### src/rtl/hc_pkg.sv
// Shared types and constants for the host-channel requestor stages.
// The CCI-P channel-1 structures are reduced to the fields this block uses.
package hc_pkg;

  localparam int HC_BUFFER_TX_DEPTH      = 8;
  localparam int HC_WR_OUTSTANDING_W     = 7;
  localparam int HC_WR_MAX_OUTSTANDING   = 64;
  localparam int HC_WR_RSP_DRAIN_CYCLES  = 64;
  localparam logic [15:0] HC_DSM_DONE_MDATA = 16'hFFFF;

  typedef logic [31:0] t_hc_control;
  localparam t_hc_control HC_CONTROL_ASSERT_RST   = 32'h0000_0000;
  localparam t_hc_control HC_CONTROL_DEASSERT_RST = 32'h0000_0001;
  localparam t_hc_control HC_CONTROL_START        = 32'h0000_0003;
  localparam t_hc_control HC_CONTROL_STOP         = 32'h0000_0007;

  typedef logic [63:0] t_hc_address;

  typedef struct packed {
    t_hc_address address;
    logic [31:0] size;
  } t_hc_buffer;

  typedef enum logic [1:0] {
    e_REQUEST_NONE          = 2'd0,
    e_REQUEST_WRITE_STREAM  = 2'd1,
    e_REQUEST_WRITE_INDEXED = 2'd2,
    e_REQUEST_READ          = 2'd3
  } t_request_cmd;

  typedef struct packed {
    t_request_cmd      cmd;
    logic [7:0]        id;
    logic [31:0]       offset;
    logic [15:0][31:0] data;
  } t_request_write_fifo;

  typedef enum logic [1:0] {
    S_WR_IDLE,
    S_WR_SEND,
    S_WR_FINISH_1,
    S_WR_FINISH_2
  } t_wr_state;

  typedef logic [41:0] t_ccip_clAddr;
  typedef logic [15:0] t_ccip_mdata;

  typedef enum logic [3:0] {
    eREQ_WRLINE_I = 4'h0,
    eREQ_WRLINE_M = 4'h1,
    eREQ_WRFENCE  = 4'h4
  } t_ccip_c1_req;

  typedef enum logic [1:0] {
    eCL_LEN_1 = 2'b00,
    eCL_LEN_2 = 2'b01,
    eCL_LEN_4 = 2'b11
  } t_ccip_clLen;

  typedef enum logic [1:0] {
    eVC_VA  = 2'b00,
    eVC_VL0 = 2'b01,
    eVC_VH0 = 2'b10,
    eVC_VH1 = 2'b11
  } t_ccip_vc;

  typedef enum logic [3:0] {
    eRSP_WRLINE  = 4'h1,
    eRSP_WRFENCE = 4'h4,
    eRSP_INTR    = 4'h8
  } t_ccip_c1_rsp;

  typedef struct packed {
    t_ccip_vc     vc_sel;
    logic         sop;
    t_ccip_clLen  cl_len;
    t_ccip_c1_req req_type;
    t_ccip_clAddr address;
    t_ccip_mdata  mdata;
  } t_ccip_c1_ReqMemHdr;

  typedef struct packed {
    t_ccip_c1_ReqMemHdr hdr;
    logic [511:0]       data;
    logic               valid;
  } t_if_ccip_c1_Tx;

  typedef struct packed {
    t_ccip_c1_rsp resp_type;
    t_ccip_mdata  mdata;
  } t_ccip_c1_RspMemHdr;

  typedef struct packed {
    t_ccip_c1_RspMemHdr hdr;
    logic               rspValid;
  } t_if_ccip_c1_Rx;

  function automatic t_ccip_c1_ReqMemHdr hc_wr_hdr(input t_ccip_clAddr address,
                                                   input t_ccip_mdata  mdata);
    t_ccip_c1_ReqMemHdr h;
    h          = '0;
    h.vc_sel   = eVC_VA;
    h.sop      = 1'b1;
    h.cl_len   = eCL_LEN_1;
    h.req_type = eREQ_WRLINE_I;
    h.address  = address;
    h.mdata    = mdata;
    return h;
  endfunction

endpackage

### src/rtl/hc_wr_requestor_if.sv
// Write-FIFO handshake plus CCI-P channel 1; master is the requestor side.
interface hc_wr_requestor_if;
  import hc_pkg::*;

  logic                wr_valid;
  logic                wr_ready;
  t_request_write_fifo wr_data;
  logic                c1TxAlmFull;
  t_if_ccip_c1_Tx      c1_tx;
  t_if_ccip_c1_Rx      c1_rx;

  modport master (
    input  wr_valid, wr_data, c1TxAlmFull, c1_rx,
    output wr_ready, c1_tx
  );

  modport slave (
    output wr_valid, wr_data, c1TxAlmFull, c1_rx,
    input  wr_ready, c1_tx
  );

endinterface

### src/rtl/hc_wr_fifo.sv
// Single-clock synchronous FIFO; depth must be a power of two so the
// pointers wrap naturally.
module hc_wr_fifo #(
  parameter  int WIDTH = 8,
  parameter  int DEPTH = 8,
  localparam int AW    = $clog2(DEPTH)
) (
  input  logic             clk,
  input  logic             rst_n,
  input  logic             push_i,
  input  logic [WIDTH-1:0] data_i,
  input  logic             pop_i,
  output logic [WIDTH-1:0] data_o,
  output logic             full_o,
  output logic             empty_o,
  output logic [AW:0]      count_o
);

  logic [WIDTH-1:0] mem_q [DEPTH];
  logic [AW-1:0]    wr_ptr_q, rd_ptr_q;
  logic [AW:0]      count_q, count_d;
  logic             do_push, do_pop;

  assign do_push = push_i && !full_o;
  assign do_pop  = pop_i && !empty_o;

  always_comb begin
    count_d = count_q;
    if (do_push && !do_pop) count_d = count_q + 1'b1;
    else if (!do_push && do_pop) count_d = count_q - 1'b1;
  end

  always_ff @(posedge clk) begin
    if (!rst_n) begin
      wr_ptr_q <= '0;
      rd_ptr_q <= '0;
      count_q  <= '0;
    end else begin
      if (do_push) wr_ptr_q <= wr_ptr_q + 1'b1;
      if (do_pop)  rd_ptr_q <= rd_ptr_q + 1'b1;
      count_q <= count_d;
    end
  end

  always_ff @(posedge clk) begin
    if (do_push) mem_q[wr_ptr_q] <= data_i;
  end

  assign data_o  = mem_q[rd_ptr_q];
  assign full_o  = (count_q == (AW+1)'(DEPTH));
  assign empty_o = (count_q == '0);
  assign count_o = count_q;

endmodule

### src/rtl/hc_wr_requestor.sv
// Write-side requestor: buffers accelerator write requests, maps them onto
// physical cache lines, issues them on CCI-P c1 and ends with a DSM line.
//
// state          | meaning
// S_WR_IDLE      | waiting for START
// S_WR_SEND      | popping FIFO entries and issuing lines
// S_WR_FINISH_1  | STOP seen, waiting for outstanding writes to drain
// S_WR_FINISH_2  | DSM line issued; wr_done once it is acknowledged
module hc_wr_requestor #(
  parameter int HC_BUFFER_TX_DEPTH = hc_pkg::HC_BUFFER_TX_DEPTH,
  parameter int HC_BUFFER_SIZE     = 2
) (
  input  logic                     clk,
  input  logic                     reset_n,
  input  hc_pkg::t_hc_control      hc_control_i,
  input  hc_pkg::t_hc_address      hc_dsm_base_i,
  input  hc_pkg::t_hc_buffer       hc_buffer_i [HC_BUFFER_SIZE],
  hc_wr_requestor_if.master        bus,
  output logic [hc_pkg::HC_WR_OUTSTANDING_W-1:0] wr_outstanding_o,
  output logic                     wr_error_o,
  output logic                     wr_done_o
);
  import hc_pkg::*;

  localparam int IDX_W = (HC_BUFFER_SIZE > 1) ? $clog2(HC_BUFFER_SIZE) : 1;
  localparam int CNT_W = $clog2(HC_BUFFER_TX_DEPTH) + 1;
  localparam int OW    = HC_WR_OUTSTANDING_W;

  t_wr_state           state_q, state_d;
  t_if_ccip_c1_Tx      tx_q, tx_d;
  logic [OW-1:0]       outstanding_q, outstanding_d;
  logic [31:0]         line_cnt_q;
  logic [OW-1:0]       drain_q;
  logic                error_q, error_d, done_q, done_d;

  logic                clear;
  logic                fifo_push, fifo_pop, fifo_full, fifo_empty;
  logic [CNT_W-1:0]    fifo_count;
  logic [$bits(t_request_write_fifo)-1:0] pop_bits;
  t_request_write_fifo pop_entry;
  logic                id_ok, in_range;
  logic [IDX_W-1:0]    buf_idx;
  t_hc_buffer          sel_buf;
  logic                issue_line, issue_dsm, issue, rsp_wr, rsp_dec;

  // Soft clear behaves like reset but leaves the FIFO contents alone
  assign clear = !reset_n || (hc_control_i == HC_CONTROL_ASSERT_RST);

  assign fifo_push = bus.wr_valid && !fifo_full &&
                     (bus.wr_data.cmd == e_REQUEST_WRITE_STREAM ||
                      bus.wr_data.cmd == e_REQUEST_WRITE_INDEXED);
  assign bus.wr_ready = !fifo_full;

  hc_wr_fifo #(
    .WIDTH ($bits(t_request_write_fifo)),
    .DEPTH (HC_BUFFER_TX_DEPTH)
  ) u_fifo (
    .clk     (clk),
    .rst_n   (reset_n),
    .push_i  (fifo_push),
    .data_i  (bus.wr_data),
    .pop_i   (fifo_pop),
    .data_o  (pop_bits),
    .full_o  (fifo_full),
    .empty_o (fifo_empty),
    .count_o (fifo_count)
  );

  assign pop_entry = t_request_write_fifo'(pop_bits);
  assign id_ok     = 32'(pop_entry.id) < HC_BUFFER_SIZE;
  assign buf_idx   = id_ok ? pop_entry.id[IDX_W-1:0] : '0;
  assign sel_buf   = hc_buffer_i[buf_idx];
  assign in_range  = id_ok && (pop_entry.offset < sel_buf.size);

  always_comb begin
    state_d    = state_q;
    fifo_pop   = 1'b0;
    issue_line = 1'b0;
    issue_dsm  = 1'b0;
    case (state_q)
      S_WR_IDLE: begin
        if (hc_control_i == HC_CONTROL_START) state_d = S_WR_SEND;
      end
      S_WR_SEND: begin
        if (!clear && !fifo_empty && !bus.c1TxAlmFull &&
            outstanding_q != OW'(HC_WR_MAX_OUTSTANDING)) begin
          fifo_pop   = 1'b1;
          issue_line = in_range;
        end
        if (hc_control_i == HC_CONTROL_STOP && fifo_count == '0) state_d = S_WR_FINISH_1;
      end
      S_WR_FINISH_1: begin
        if (outstanding_q == '0 && !bus.c1TxAlmFull) begin
          issue_dsm = 1'b1;
          state_d   = S_WR_FINISH_2;
        end
      end
      S_WR_FINISH_2: ;
      default: state_d = S_WR_IDLE;
    endcase
  end

  assign issue = issue_line || issue_dsm;
  // Responses during the post-reset window belong to a previous run
  assign rsp_wr  = bus.c1_rx.rspValid && (bus.c1_rx.hdr.resp_type == eRSP_WRLINE) &&
                   (drain_q == '0);
  assign rsp_dec = rsp_wr && (outstanding_q != '0);

  always_comb begin
    outstanding_d = outstanding_q;
    if (issue && !rsp_dec) outstanding_d = outstanding_q + 1'b1;
    else if (!issue && rsp_dec) outstanding_d = outstanding_q - 1'b1;
    error_d = error_q || (fifo_pop && !in_range) || (rsp_wr && outstanding_q == '0);
    done_d  = done_q || (state_q == S_WR_FINISH_2 && rsp_wr &&
                         bus.c1_rx.hdr.mdata == HC_DSM_DONE_MDATA);
  end

  always_comb begin
    tx_d = '0;
    if (issue_line) begin
      tx_d.valid = 1'b1;
      tx_d.hdr   = hc_wr_hdr(sel_buf.address[41:0] + t_ccip_clAddr'(pop_entry.offset),
                             line_cnt_q[15:0]);
      tx_d.data  = pop_entry.data;
    end else if (issue_dsm) begin
      tx_d.valid       = 1'b1;
      tx_d.hdr         = hc_wr_hdr(hc_dsm_base_i[41:0], HC_DSM_DONE_MDATA);
      tx_d.data[31:0]  = 32'd1;
      tx_d.data[63:32] = line_cnt_q;
    end
  end

  always_ff @(posedge clk) begin
    if (clear) begin
      state_q       <= S_WR_IDLE;
      tx_q          <= '0;
      outstanding_q <= '0;
      line_cnt_q    <= '0;
      error_q       <= 1'b0;
      done_q        <= 1'b0;
      drain_q       <= OW'(HC_WR_RSP_DRAIN_CYCLES);
    end else begin
      state_q       <= state_d;
      tx_q          <= tx_d;
      outstanding_q <= outstanding_d;
      error_q       <= error_d;
      done_q        <= done_d;
      if (issue_line) line_cnt_q <= line_cnt_q + 32'd1;
      if (drain_q != '0) drain_q <= drain_q - 1'b1;
    end
  end

  assign bus.c1_tx        = tx_q;
  assign wr_outstanding_o = outstanding_q;
  assign wr_error_o       = error_q;
  assign wr_done_o        = done_q;

  logic unused_bits;
  assign unused_bits = ^{hc_dsm_base_i[63:42], sel_buf.address[63:42], pop_entry.cmd};

endmodule
### src/flat_wrapper.sv
// flat-port wrapper written by rule: the top's interface ports become plain ports
module hc_wr_requestor_flat import hc_pkg::*;
#(
  parameter int HC_BUFFER_TX_DEPTH = hc_pkg::HC_BUFFER_TX_DEPTH,
  parameter int HC_BUFFER_SIZE     = 2
)
  (clk, reset_n, hc_control_i, hc_dsm_base_i, hc_buffer_i, wr_outstanding_o, wr_error_o, wr_done_o, bus_wr_valid, bus_wr_data, bus_c1TxAlmFull, bus_c1_rx, bus_wr_ready, bus_c1_tx);
  hc_wr_requestor_if bus_i ();
  input  logic clk;
  input  logic reset_n;
  input  hc_pkg::t_hc_control hc_control_i;
  input  hc_pkg::t_hc_address hc_dsm_base_i;
  input  hc_pkg::t_hc_buffer hc_buffer_i[HC_BUFFER_SIZE];
  output logic [hc_pkg::HC_WR_OUTSTANDING_W-1:0] wr_outstanding_o;
  output logic wr_error_o;
  output logic wr_done_o;
  input wire logic [$bits(bus_i.wr_valid)-1:0] bus_wr_valid;
  input wire logic [$bits(bus_i.wr_data)-1:0] bus_wr_data;
  input wire logic [$bits(bus_i.c1TxAlmFull)-1:0] bus_c1TxAlmFull;
  input wire logic [$bits(bus_i.c1_rx)-1:0] bus_c1_rx;
  output wire logic [$bits(bus_i.wr_ready)-1:0] bus_wr_ready;
  output wire logic [$bits(bus_i.c1_tx)-1:0] bus_c1_tx;
  assign bus_i.wr_valid = bus_wr_valid;
  assign bus_i.wr_data = bus_wr_data;
  assign bus_i.c1TxAlmFull = bus_c1TxAlmFull;
  assign bus_i.c1_rx = bus_c1_rx;
  assign bus_wr_ready = bus_i.wr_ready;
  assign bus_c1_tx = bus_i.c1_tx;
  hc_wr_requestor #(.HC_BUFFER_TX_DEPTH(HC_BUFFER_TX_DEPTH), .HC_BUFFER_SIZE(HC_BUFFER_SIZE)) u_core (.clk(clk), .reset_n(reset_n), .hc_control_i(hc_control_i), .hc_dsm_base_i(hc_dsm_base_i), .hc_buffer_i(hc_buffer_i), .bus(bus_i), .wr_outstanding_o(wr_outstanding_o), .wr_error_o(wr_error_o), .wr_done_o(wr_done_o));
endmodule
### config.mk
export PLATFORM = sky130hd
export DESIGN_NAME = hc_wr_requestor_flat
export DESIGN_NICKNAME = d
export VERILOG_FILES = /design/src/rtl/hc_pkg.sv /design/src/rtl/hc_wr_requestor_if.sv /design/src/rtl/hc_wr_fifo.sv /design/src/rtl/hc_wr_requestor.sv /design/src/flat_wrapper.sv
export SDC_FILE = /design/constraint.sdc
export NUM_CORES = 2
export LEC_CHECK = 0
export BUFFER_PORTS_ARGS = -buffer_cell sky130_fd_sc_hd__buf_2
export CAP_MARGIN = 15
export CORE_MARGIN = 10
export CORE_UTILIZATION = 59
export DETAILED_ROUTE_END_ITERATION = 7
export PLACE_DENSITY_LB_ADDON = 0.1
export SLEW_MARGIN = 40
export SYNTH_ARGS = -nofsm -noshare
export SYNTH_HDL_FRONTEND = slang
export SYNTH_MEMORY_MAX_BITS = 65536
export SYNTH_SLANG_ARGS = --single-unit
### constraint.sdc
create_clock -name clk -period 56.7 [get_ports clk]
set_input_delay 8.505 -clock clk [delete_from_list [all_inputs] [get_ports clk]]
set_output_delay 8.505 -clock clk [all_outputs]
set_load 0.03 [all_outputs]
==> flow_metrics.tcl <==
set metrics [dict create \
    post_cts_resized 0 \
    grt_pass1_wl_mm 660 \
    layout-area-overhead-vs-synth_pct 15.9 \
    p_per_area_mw_per_mm2 35.2 \
    synth_cells 8623 \
    drt_first_pass_iters 8 \
    drt_wl_total_mm 456 \
    whs_path_depth 2 \
    cts.htree.levels 5 \
    p_int_mw 6.04 \
    io_pins 1457 \
    finish.net_count 11200 \
    grt_max_degree 108 \
    drtIter0Drc 9956 \
    num_vias 91800 \
    finalPower_mw 7.58 \
    cts_tree "done" \
    crit_type "in2reg" \
    cts_sinks 5050 \
    finalSetupViolCount 0 \
    peakVddDrop_mv 0.0322 \
    clkSlewWorstSetupHoldPaths_ns 0.06 \
    combPwrFrac 0.030 \
    worstPathArrival_ns 14.14 \
    post_cts_buffers 0 \
    worst_ep_required_time_ns 57.49 \
    fin_skew_ns 0.0902 \
    max_freq_mhz 74.9 \
    ys_types 69 \
    synthArstFlopShare 0 \
    track_usage 0.264 \
    placementRows 205 \
    post_drt_wl_per_cell_um 30.5 \
    hold_viol_final 0 \
    ant_nets 0 \
    p_sw_frac 0.203 \
    ys_ff_latch 5050 \
    antenna_found_initial 307 \
    syn-cell-area_mm2 0.186 \
    rsz0062_at_grt "false" \
    io_buffers 1382 \
    post-route-min-period_ns 13.36 \
    crit_top_cell "buf_4" \
    critPathSlowestCell "buf_4" \
    die_y_um 581 \
    timing.max_cap.violations 0 \
    worst_pin_slew_ns 0.941 \
    path_cells "buf_2, mux2i_1, ha_1, nand4_1, nor3_2, nand4_1, nor4_1, buf_4, or3_4, buf_6, buf_4, buf_4, nor2_1" \
    power.share.clock 0.427 \
    yosysSeqAreaShare 0.782 \
    switching_power_mw 1.54 \
    ys_warn_count 0 \
    core_area_mm2 0.313 \
    initial_core_util 0.594 \
    synth_edf_count 4416 \
    ys.flop_type "edfxtp_1" \
    final_util 0.689 \
    mostFrequentLayoutCells "edfxtp_1 (4,416), buf_2 (1,382), mux4_2 (1,092)" \
    rrSetupSlack_ns 47.58 \
    cp-start-kind "primary input" \
    avgSynthCellArea_um2 21.5 \
    die_w_um 581 \
    rr_worst_depth 17 \
    fin_crit_sh 0.236 \
    ctsRootBufferMaster "clkbuf_16" \
    maxSlewHeadroom 0.373 \
    p_leak_nw 70.4 \
    fin_setup_tns_ns 0 \
    clk_latency_ns 1.01 \
    drive_gt1_frac 0.331 \
    slew_viol_final 0 \
    critPathCaptureType "flop" \
    gr-total-overflow 0 \
    viasPerCell 6.14 \
    cts_buffers 484 \
    seqPwrFrac 0.543 \
    place_hpwl_mm 280 \
    cts-hold-fix-buffers 0 \
    run_status "completed" \
    max_stage_delay_ns 0.79 \
    grt_pass1_vias 93700 \
    drcViolationCount 0 \
    cp_max_fo 63 \
    layout_commonest_cell "edfxtp_1" \
    hp-class "reg2reg" \
    cts_buffer_depth 4 \
    dieArea_mm2 0.338 \
    place_congestion 0.909 \
]
power by group through the flow:
stage	Sequential, mW	Clock [mW]	Combinational, mW
2_1_floorplan	4.26	0	0.108
3_3_place_gp	4.19	0	0.213
6_report	4.11	3.24	0.224
3_5_place_dp	4.19	0	0.223
4_1_cts	4.11	3.29	0.224
5_1_grt	4.12	3.45	0.243
synthesized netlist by cell type, types with 3 or more instances:
| master | number | area share |
|---|---|---|
| a211oi_1 | 4 | 0.00016 |
| a21o_1 | 21 | 0.00085 |
| a21oi_1 | 152 | 0.0041 |
| a221oi_1 | 5 | 0.00024 |
| a31oi_1 | 10 | 0.00034 |
| a32oi_1 | 11 | 0.00052 |
| and2_1 | 16 | 0.00054 |
| and3_1 | 20 | 0.00067 |
| and4_1 | 6 | 0.00028 |
| buf_1 | 121 | 0.0024 |
| buf_2 | 54 | 0.0015 |
| buf_4 | 9 | 0.00036 |
| clkbuf_1 | 246 | 0.0050 |
| dfxtp_1 | 634 | 0.068 |
| edfxtp_1 | 4416 | 0.71 |
| fa_1 | 3 | 0.00032 |
| ha_1 | 83 | 0.0056 |
| inv_1 | 23 | 0.00046 |
| mux2_2 | 98 | 0.0059 |
| mux2i_1 | 529 | 0.029 |
| mux4_2 | 1092 | 0.13 |
| nand2_1 | 139 | 0.0028 |
| nand2b_1 | 12 | 0.00040 |
| nand3_1 | 96 | 0.0026 |
| nand3b_1 | 3 | 0.00012 |
| nand4_1 | 27 | 0.00091 |
| nor2_1 | 540 | 0.011 |
| nor2b_1 | 7 | 0.00024 |
| nor3_1 | 21 | 0.00057 |
| nor4_1 | 23 | 0.00077 |
| nor4b_1 | 3 | 0.00014 |
| o211ai_1 | 5 | 0.00020 |
| o21a_1 | 6 | 0.00024 |
| o21ai_0 | 36 | 0.00097 |
| o21bai_1 | 8 | 0.00032 |
| o31ai_1 | 14 | 0.00057 |
| o41ai_1 | 3 | 0.00014 |
| or2_2 | 3 | 0.00010 |
| or3_1 | 15 | 0.00051 |
| or4_1 | 16 | 0.00065 |
| xnor2_1 | 37 | 0.0017 |
| xor2_1 | 18 | 0.00085 |
per-layer routing:
layer	vias up	global-route usage	routed length [um]
li1	38700	-	-
met1	48100	0.361	173000
met2	3962	0.412	221000
met3	935	0.0735	44000
met4	166	0.100	17800
met5	-	0	1040
worst paths after layout:
kind / from / end
max reg2reg: flop / u_core.bus.c1_tx[217]$_SDFF_PP0_
min: u_core.drain_q[6]$_SDFFE_PP1P_ / u_core.drain_q[6]$_SDFFE_PP1P_
max: hc_buffer_i[127] / u_core.bus.c1_tx[217]$_SDFF_PP0_
min reg2reg: u_core.drain_q[6]$_SDFFE_PP1P_ / u_core.drain_q[6]$_SDFFE_PP1P_
flip-flops by register name, indices dropped and copies added (netlist names), named ones only:
signal	flops
u_core.wr_done_o	1
u_core.u_fifo.wr_ptr_q	3
u_core.u_fifo.rd_ptr_q	3
u_core.line_cnt_q	32
u_core.wr_outstanding_o	7
u_core.drain_q	7
u_core.wr_error_o	1
u_core.bus.c1_tx	571
u_core.u_fifo.mem_q	4416
u_core.u_fifo.count_o	4
u_core.state_q	2
metrics by stage:
| step | hold WS, ns | cell area [um^2] | cells | worst slack (ns) |
|---|---|---|---|---|
| final | 0.460 | 215000 | 15000 | 43.34 |
| after floorplan | 0.423 | 186000 | 8630 | 8.35 |
| after global placement | 0.450 | 198000 | 13900 | 41.71 |
| after detailed placement | 0.450 | 198000 | 13900 | 42.25 |
| after CTS | 0.458 | 215000 | 14800 | 43.21 |
| after global routing | 0.468 | 215000 | 14900 | 43.24 |
logic make-up after synthesis:
kind of cell             Yosys count  share of synthesized area
multiplexers                    1719                      0.167
AO/OA/AOI/OAI                    306                     0.0102
buffers and inverters            454                    0.00976
AND/OR/NAND/NOR                  952                     0.0225
flip-flops                      5050                      0.782
adder cells (fa/ha/maj)           86                    0.00591
other                              1                  0.0000202
XOR/XNOR                          55                    0.00259
cell type report:
class                   count  area [um^2]
diodes                    131          328
flip-flops and latches   5050       145000
multi-input cells        3126        38800
inverters                  23         86.3
clock buffers             669        13400
fillers                 19500        97300
repair buffers           1559         9300
clock inverters           254         2920
well taps                4140         5180
worst max-delay path: cells and delay by family:
kind,cells,cell delay [ns]
multiplexers,1,0.48
buffers and inverters,5,2.38
AND/OR/NAND/NOR,6,2.28
adder cells (fa/ha/maj),1,0.27
Note: power is estimated with default switching activity, not from simulation.
